<file path="src/rtl/fpga_ps_loader_pkg.sv">
// Shared definitions for the ACEX1K passive-serial loader: state encoding,
// default timing parameters and a counter-width helper.
package fpga_ps_loader_pkg;

  typedef enum logic [3:0] {
    ST_IDLE      = 4'd0,
    ST_NCFG      = 4'd1,
    ST_WAIT_ST   = 4'd2,
    ST_READY     = 4'd3,
    ST_SHIFT     = 4'd4,
    ST_INITCLK   = 4'd5,
    ST_WAIT_INIT = 4'd6,
    ST_DONE      = 4'd7,
    ST_ERROR     = 4'd8
  } ps_state_t;

  localparam int DEF_NCFG_CYCLES = 16;
  localparam int DEF_DCLK_DIV    = 2;
  localparam int DEF_ST_TIMEOUT  = 4096;
  localparam int DEF_INIT_CLKS   = 10;

  function automatic int cnt_w(input int val);
    return $clog2(val) + 1;
  endfunction

endpackage

</file>
<file path="src/rtl/fpga_ps_loader_shifter.sv">
// Byte latch, DCLK divider and bit counter: shifts one byte LSB first,
// DATA0 changing only while DCLK is low.
module fpga_ps_loader_shifter
  import fpga_ps_loader_pkg::*;
#(
  parameter int DCLK_DIV = DEF_DCLK_DIV
) (
  input  logic       clkin,
  input  logic       coldres_n,
  input  logic       load_i,
  input  logic [7:0] byte_i,
  input  logic       abort_i,
  output logic       dclk_o,
  output logic       data0_o,
  output logic       last_edge_o
);

  localparam int DW = cnt_w(DCLK_DIV);

  logic [7:0]    byte_q;
  logic [DW-1:0] div_q;
  logic [2:0]    bit_q;
  logic          active_q;
  logic          dclk_q;
  logic          data0_q;
  logic          phase_end;

  assign phase_end   = (div_q == DW'(DCLK_DIV - 1));
  // High during the final cycle of bit 7's high phase, so the FSM moves on
  // on the same edge that drops DCLK.
  assign last_edge_o = active_q && dclk_q && phase_end && (bit_q == 3'd7);
  assign dclk_o      = dclk_q;
  assign data0_o     = data0_q;

  always_ff @(posedge clkin) begin
    if (!coldres_n) begin
      byte_q   <= '0;
      div_q    <= '0;
      bit_q    <= '0;
      active_q <= 1'b0;
      dclk_q   <= 1'b0;
      data0_q  <= 1'b0;
    end else if (abort_i) begin
      active_q <= 1'b0;
      dclk_q   <= 1'b0;
      div_q    <= '0;
    end else if (load_i) begin
      byte_q   <= byte_i;
      data0_q  <= byte_i[0];
      dclk_q   <= 1'b0;
      div_q    <= '0;
      bit_q    <= '0;
      active_q <= 1'b1;
    end else if (active_q) begin
      if (phase_end) begin
        div_q <= '0;
        if (!dclk_q) begin
          dclk_q <= 1'b1;
        end else begin
          dclk_q <= 1'b0;
          if (bit_q == 3'd7) begin
            active_q <= 1'b0;
          end else begin
            bit_q   <= bit_q + 3'd1;
            data0_q <= byte_q[bit_q + 3'd1];
          end
        end
      end else begin
        div_q <= div_q + 1'b1;
      end
    end
  end

endmodule

</file>
<file path="src/rtl/fpga_ps_loader.sv">
// Passive-serial configuration sequencer for the ACEX1K: nCONFIG pulse,
// nSTATUS handshake, byte shifting, init clocks and INIT_DONE wait.
module fpga_ps_loader
  import fpga_ps_loader_pkg::*;
#(
  parameter int NCFG_CYCLES = DEF_NCFG_CYCLES,
  parameter int DCLK_DIV    = DEF_DCLK_DIV,
  parameter int ST_TIMEOUT  = DEF_ST_TIMEOUT,
  parameter int INIT_CLKS   = DEF_INIT_CLKS
) (
  input  logic       clkin,
  input  logic       coldres_n,
  input  logic       cfg_start,
  input  logic       wr_stb,
  input  logic [7:0] wr_data,
  input  logic       status_n,
  input  logic       conf_done,
  input  logic       init_done,
  output logic       config_n,
  output logic       dclk,
  output logic       data0,
  output logic       ready,
  output logic       busy,
  output logic       done,
  output logic       error,
  output logic       overrun
);

  localparam int NW = cnt_w(NCFG_CYCLES);
  localparam int TW = cnt_w(ST_TIMEOUT);
  localparam int IW = cnt_w(INIT_CLKS);
  localparam int DW = cnt_w(DCLK_DIV);

  ps_state_t     state_q;
  logic [NW-1:0] ncfg_cnt_q;
  logic [TW-1:0] st_cnt_q;
  logic [IW-1:0] init_cnt_q;
  logic [DW-1:0] idiv_q;
  logic          st_s1_q, st_s2_q, cd_s1_q, cd_s2_q, id_s1_q, id_s2_q;
  logic          st_seen_q, config_n_q, ready_q, busy_q, done_q, error_q, overrun_q;
  logic          idclk_q, id0_q;
  logic          sh_load, sh_abort, sh_dclk, sh_data0, sh_last;

  assign sh_load  = (state_q == ST_READY) && wr_stb && !cfg_start && st_s2_q;
  assign sh_abort = cfg_start || ((state_q == ST_SHIFT) && !st_s2_q);

  fpga_ps_loader_shifter #(.DCLK_DIV(DCLK_DIV)) u_shifter (
    .clkin       (clkin),
    .coldres_n   (coldres_n),
    .load_i      (sh_load),
    .byte_i      (wr_data),
    .abort_i     (sh_abort),
    .dclk_o      (sh_dclk),
    .data0_o     (sh_data0),
    .last_edge_o (sh_last)
  );

  always_ff @(posedge clkin) begin
    if (!coldres_n) begin
      st_s1_q <= 1'b1;
      st_s2_q <= 1'b1;
      cd_s1_q <= 1'b0;
      cd_s2_q <= 1'b0;
      id_s1_q <= 1'b0;
      id_s2_q <= 1'b0;
    end else begin
      st_s1_q <= status_n;
      st_s2_q <= st_s1_q;
      cd_s1_q <= conf_done;
      cd_s2_q <= cd_s1_q;
      id_s1_q <= init_done;
      id_s2_q <= id_s1_q;
    end
  end

  always_ff @(posedge clkin) begin
    if (!coldres_n) begin
      state_q    <= ST_IDLE;
      ncfg_cnt_q <= '0;
      st_cnt_q   <= '0;
      init_cnt_q <= '0;
      idiv_q     <= '0;
      st_seen_q  <= 1'b0;
      config_n_q <= 1'b1;
      ready_q    <= 1'b0;
      busy_q     <= 1'b0;
      done_q     <= 1'b0;
      error_q    <= 1'b0;
      overrun_q  <= 1'b0;
      idclk_q    <= 1'b0;
      id0_q      <= 1'b0;
    end else if (cfg_start) begin
      state_q    <= ST_NCFG;
      ncfg_cnt_q <= '0;
      st_seen_q  <= 1'b0;
      config_n_q <= 1'b0;
      ready_q    <= 1'b0;
      busy_q     <= 1'b1;
      done_q     <= 1'b0;
      error_q    <= 1'b0;
      overrun_q  <= 1'b0;
      idclk_q    <= 1'b0;
      id0_q      <= 1'b0;
    end else begin
      case (state_q)
        ST_NCFG: begin
          if (!st_s2_q) st_seen_q <= 1'b1;
          if (ncfg_cnt_q == NW'(NCFG_CYCLES - 1)) begin
            config_n_q <= 1'b1;
            // The FPGA must have acknowledged the pulse by dropping nSTATUS.
            if (st_seen_q || !st_s2_q) begin
              state_q  <= ST_WAIT_ST;
              st_cnt_q <= '0;
            end else begin
              state_q <= ST_ERROR;
              error_q <= 1'b1;
              busy_q  <= 1'b0;
            end
          end else begin
            ncfg_cnt_q <= ncfg_cnt_q + 1'b1;
          end
        end
        ST_WAIT_ST: begin
          if (st_s2_q) begin
            state_q <= ST_READY;
            ready_q <= 1'b1;
          end else if (st_cnt_q == TW'(ST_TIMEOUT - 1)) begin
            state_q <= ST_ERROR;
            error_q <= 1'b1;
            busy_q  <= 1'b0;
          end else begin
            st_cnt_q <= st_cnt_q + 1'b1;
          end
        end
        ST_READY: begin
          if (!st_s2_q) begin
            state_q <= ST_ERROR;
            error_q <= 1'b1;
            busy_q  <= 1'b0;
            ready_q <= 1'b0;
          end else if (wr_stb) begin
            state_q <= ST_SHIFT;
            ready_q <= 1'b0;
          end
        end
        ST_SHIFT: begin
          if (wr_stb) overrun_q <= 1'b1;
          if (!st_s2_q) begin
            state_q <= ST_ERROR;
            error_q <= 1'b1;
            busy_q  <= 1'b0;
          end else if (sh_last) begin
            if (cd_s2_q) begin
              state_q    <= ST_INITCLK;
              init_cnt_q <= '0;
              idiv_q     <= '0;
              idclk_q    <= 1'b0;
              id0_q      <= 1'b1;
            end else begin
              state_q <= ST_READY;
              ready_q <= 1'b1;
            end
          end
        end
        ST_INITCLK: begin
          if (!st_s2_q) begin
            state_q <= ST_ERROR;
            error_q <= 1'b1;
            busy_q  <= 1'b0;
            idclk_q <= 1'b0;
            id0_q   <= 1'b0;
          end else if (idiv_q == DW'(DCLK_DIV - 1)) begin
            idiv_q <= '0;
            if (!idclk_q) begin
              idclk_q <= 1'b1;
            end else begin
              idclk_q <= 1'b0;
              if (init_cnt_q == IW'(INIT_CLKS - 1)) begin
                state_q <= ST_WAIT_INIT;
                id0_q   <= 1'b0;
              end else begin
                init_cnt_q <= init_cnt_q + 1'b1;
              end
            end
          end else begin
            idiv_q <= idiv_q + 1'b1;
          end
        end
        ST_WAIT_INIT: begin
          if (id_s2_q) begin
            state_q <= ST_DONE;
            done_q  <= 1'b1;
            busy_q  <= 1'b0;
          end
        end
        default: begin
        end
      endcase
    end
  end

  assign config_n = config_n_q;
  assign dclk     = sh_dclk | idclk_q;
  assign data0    = sh_data0 | id0_q;
  assign ready    = ready_q;
  assign busy     = busy_q;
  assign done     = done_q;
  assign error    = error_q;
  assign overrun  = overrun_q;

endmodule

</file>
<file path="config.mk">
export PLATFORM = sky130hd
export DESIGN_NAME = fpga_ps_loader
export DESIGN_NICKNAME = d
export VERILOG_FILES = /design/src/rtl/fpga_ps_loader_pkg.sv /design/src/rtl/fpga_ps_loader_shifter.sv /design/src/rtl/fpga_ps_loader.sv
export SDC_FILE = /design/constraint.sdc
export NUM_CORES = 1
export LEC_CHECK = 0
export ABC_AREA = 1
export CORE_MARGIN = 2
export CORE_UTILIZATION = 30
export DETAILED_ROUTE_END_ITERATION = 8
export GPL_TIMING_DRIVEN = 1
export SETUP_SLACK_MARGIN = 0.5
export SLEW_MARGIN = 20
export SYNTH_ARGS = -nofsm -noshare
export SYNTH_HDL_FRONTEND = slang
export SYNTH_SLANG_ARGS = --single-unit
</file>
<file path="constraint.sdc">
create_clock -name clkin -period 2.3 [get_ports clkin]
set_input_delay 0.46 -clock clkin [delete_from_list [all_inputs] [get_ports clkin]]
set_output_delay 0.46 -clock clkin [all_outputs]
set_load 0.05 [all_outputs]
</file>
==> reports/metrics.cfg <==
[timing]
worst-slew-pin-transition_ns = 0.508
finalCriticalPeriod_ns = 1.70
period_share_pct = 74.0
slew_headroom_pct = 66.3
report.final.setup_viol = 0
fin_skew_ns = 0.0105
drv_slew = 0
setup_slack_ns = 0.598
hold_viol_final = 0
rsz0062_at_grt = true
max_freq_mhz = 587
tns_ns = 0

[clock_network]
cts_tree = done
cts.sink_count = 60
cts_buffer_depth = 2
clkTransAtPathRegs_ns = 0.08
cts_buffers = 9
clk_latency_ns = 0.35
root_buffer = clkbuf_8
h-tree-depth = 3

[logic_synthesis]
synth_area_mm2 = 0.00322
syn_inst = 491
synth_cell_types = 36
synth.ff_latch_count = 60
syn_nets = 513
seq_area_frac_synth_pct = 37.3
ys_warn_count = 0
avgSynthCellArea_um2 = 6.56

[worst_setup_path]
crit_path_max_fanout = 2
worst-setup-path-type = reg -> out
r2r_start = ncfg_cnt_q[1]
critPathTopFamily = buffers and inverters
max_stage_delay_ns = 0.55
crit_arrival_ns = 1.24
crit_buf_inv = 1
crit_required_ns = 1.84
crit_start = busy
crit_chain = dlygate4sd2_1
r2r_slack_ns = 0.61
end_kind = output port
crit_path_top_delay_cell = dlygate4sd2_1
cp-start-kind = flip-flop

[finish]
stdcell_area_mm2 = 0.00407
drive_above_1_share_pct = 17.5
num-fill-cells = 1122
final_util_pct = 39.2
final_common_cell = nand2_1
antenna_cells = 0
layout.nets = 553
area_growth_pct = 26.2
mostFrequentLayoutCells = 119 x nand2_1, 81 x nor2_1, 51 x dfxtp_1

[power]
leakage_nw = 1.65
power.density_mw_per_mm2 = 877
vdd_drop_max_v = 0.000450

[floorplan]
start_util_pct = 31.1
fp.coreArea_mm2 = 0.0104
die_h_um = 108
die_x_um = 108
dieArea_mm2 = 0.0116
num_rows = 37
io_pins = 23

[global_routing]
antenna_found_initial = 0
first_global_vias = 3058
grt_usage_pct = 14.7
gr-total-overflow = 0
grt_pass1_wl_mm = 13.6
grt_max_degree = 19

[flow_run]
drv_cap = 0

[placed_design]
pre_cts_ws_ns = 0.0779
dp_hpwl_mm = 5.80
dpl_cell_area_mm2 = 0.00362
port_buffers = 22
gp_congestion = 0.926

[status]
status = completed

[routing]
routedWlPerCell_um = 11.8
antenna_left = 0
dr.pass1.iters = 4
wl_mm = 7.90
vias_per_cell = 4.75
num_vias = 3193
initialDrtViolationCount = 172
drc = 0

[min_path]
hold_class = reg -> reg
min_from = id_s1_q

-- area by class of cell --
| cell class | instances | area [µm²] | share of cell area, % |
|---|---|---|---|
| clock buffer | 9 | 124 | 3.05 |
| clock inverter | 7 | 97.6 | 2.40 |
| inverter | 52 | 205 | 5.05 |
| multi-input combinational | 369 | 1910 | 46.9 |
| sequential | 60 | 1220 | 29.9 |
| tap | 136 | 170 | 4.18 |
| timing repair buffer | 39 | 344 | 8.46 |
-- logic make-up (layout without fill, tap and decap cells) --
| family | after synthesis | in the layout | synth area share (%) |
|---|---|---|---|
| and+or+nand+nor | 282 | 282 | 37.8 |
| AOI/OAI and AO/OA | 72 | 72 | 12.2 |
| buffers and inverters | 62 | 107 | 7.88 |
| DFF | 60 | 60 | 37.3 |
| xor gates and xnor gates | 8 | 8 | 2.17 |
| adders and majority gates | 7 | 7 | 2.72 |
-- power by group --
group / switching, mW / leakage (nW) / total (mW) / internal [mW]
Clock: 0.453 / 0.106 / 1.07 / 0.615
Sequential: 0.0962 / 0.490 / 1.23 / 1.13
Combinational: 0.835 / 1.05 / 1.27 / 0.437
Total: 1.38 / 1.65 / 3.57 / 2.18
-- through the flow --
step                      hold slack [ns]  power (mW)  instances
after floorplan                     0.390        2.02        491
after CTS                           0.418        3.42        670
after global placement              0.394        2.26        648
final                               0.414        3.57        672
after global routing                0.425        3.80        672
after detailed placement            0.399        2.28        648
-- flip-flops by register name, indices dropped and copies added (netlist names), 2 cells and up --
name              count
u_shifter.bit_q       3
st_cnt_q             13
u_shifter.byte_q      8
u_shifter.div_q       2
idiv_q                2
ncfg_cnt_q            5
state_q               4
init_cnt_q            5
-- worst paths after layout --
check                                   to  cells after the start
worst max-delay path                  busy                      1
worst min-delay path               id_s2_q                      2
worst max register to register  state_q[1]                     13
worst min register to register     id_s2_q                      2
-- worst reg2reg max path: cells and delay by family, from the launching register on --
family	cells	cell delay (ns)
adder cells (fa/ha/maj)	2	0.34
buffers and inverters	3	0.19
flip-flops	1	0.37
AND/OR/NAND/NOR	8	0.74
-- cell usage after synthesis --
| cell type | instances | area share [%] |
|---|---|---|
| nand2_1 | 123 | 14 |
| nor2_1 | 87 | 10 |
| dfxtp_1 | 60 | 37 |
| inv_1 | 43 | 5.0 |
| nand3_1 | 37 | 5.7 |
| a21oi_1 | 36 | 5.6 |
| o21ai_0 | 26 | 4.0 |
| nand4_1 | 8 | 1.6 |
| nor3_1 | 8 | 1.2 |
| ha_1 | 7 | 2.7 |
| inv_2 | 7 | 0.82 |
| xor2_1 | 6 | 1.6 |
| nor2_2 | 5 | 0.97 |
| buf_2 | 4 | 0.62 |
| clkbuf_1 | 4 | 0.47 |
| nand2_2 | 3 | 0.58 |
| or2_2 | 3 | 0.58 |
| buf_6 | 2 | 0.70 |
| nor3b_1 | 2 | 0.47 |
| o21bai_1 | 2 | 0.47 |
| o221a_2 | 2 | 0.70 |
| xnor2_1 | 2 | 0.54 |
| a21oi_2 | 1 | 0.27 |
| a31oi_1 | 1 | 0.19 |
| and2_1 | 1 | 0.19 |
| clkinv_1 | 1 | 0.12 |
| clkinv_2 | 1 | 0.16 |
| nand2_4 | 1 | 0.35 |
| nand3_4 | 1 | 0.54 |
| nand3b_1 | 1 | 0.23 |
| nor2_4 | 1 | 0.35 |
| nor3_4 | 1 | 0.50 |
| o211ai_1 | 1 | 0.23 |
| o21a_1 | 1 | 0.23 |
| o21ai_1 | 1 | 0.16 |
| o21ai_2 | 1 | 0.27 |
-- per-layer routing --
metal	vias to the layer above	routed length [µm]	share of wire, %	global-route usage [%]
met2	63	3620	46	23.9
met3	19	348	4.4	2.78
met4	0	189	2.4	6.96
li1	1663	-	-	-
met5	-	0	0	0
met1	1448	3740	47	18.5
-- what timing repair did --
| action | 4_1_cts | 5_1_grt |
|---|---|---|
| endpoints found under the setup margin | 37 | 32 |
| pin swaps | 3 | 11 |
| hold buffers | 0 | 0 |
| gates resized for setup | 20 | 45 |
| buffers inserted | 6 | 2 |
| gates cloned | 0 | 0 |
Note: power is estimated with default switching activity, not from simulation.
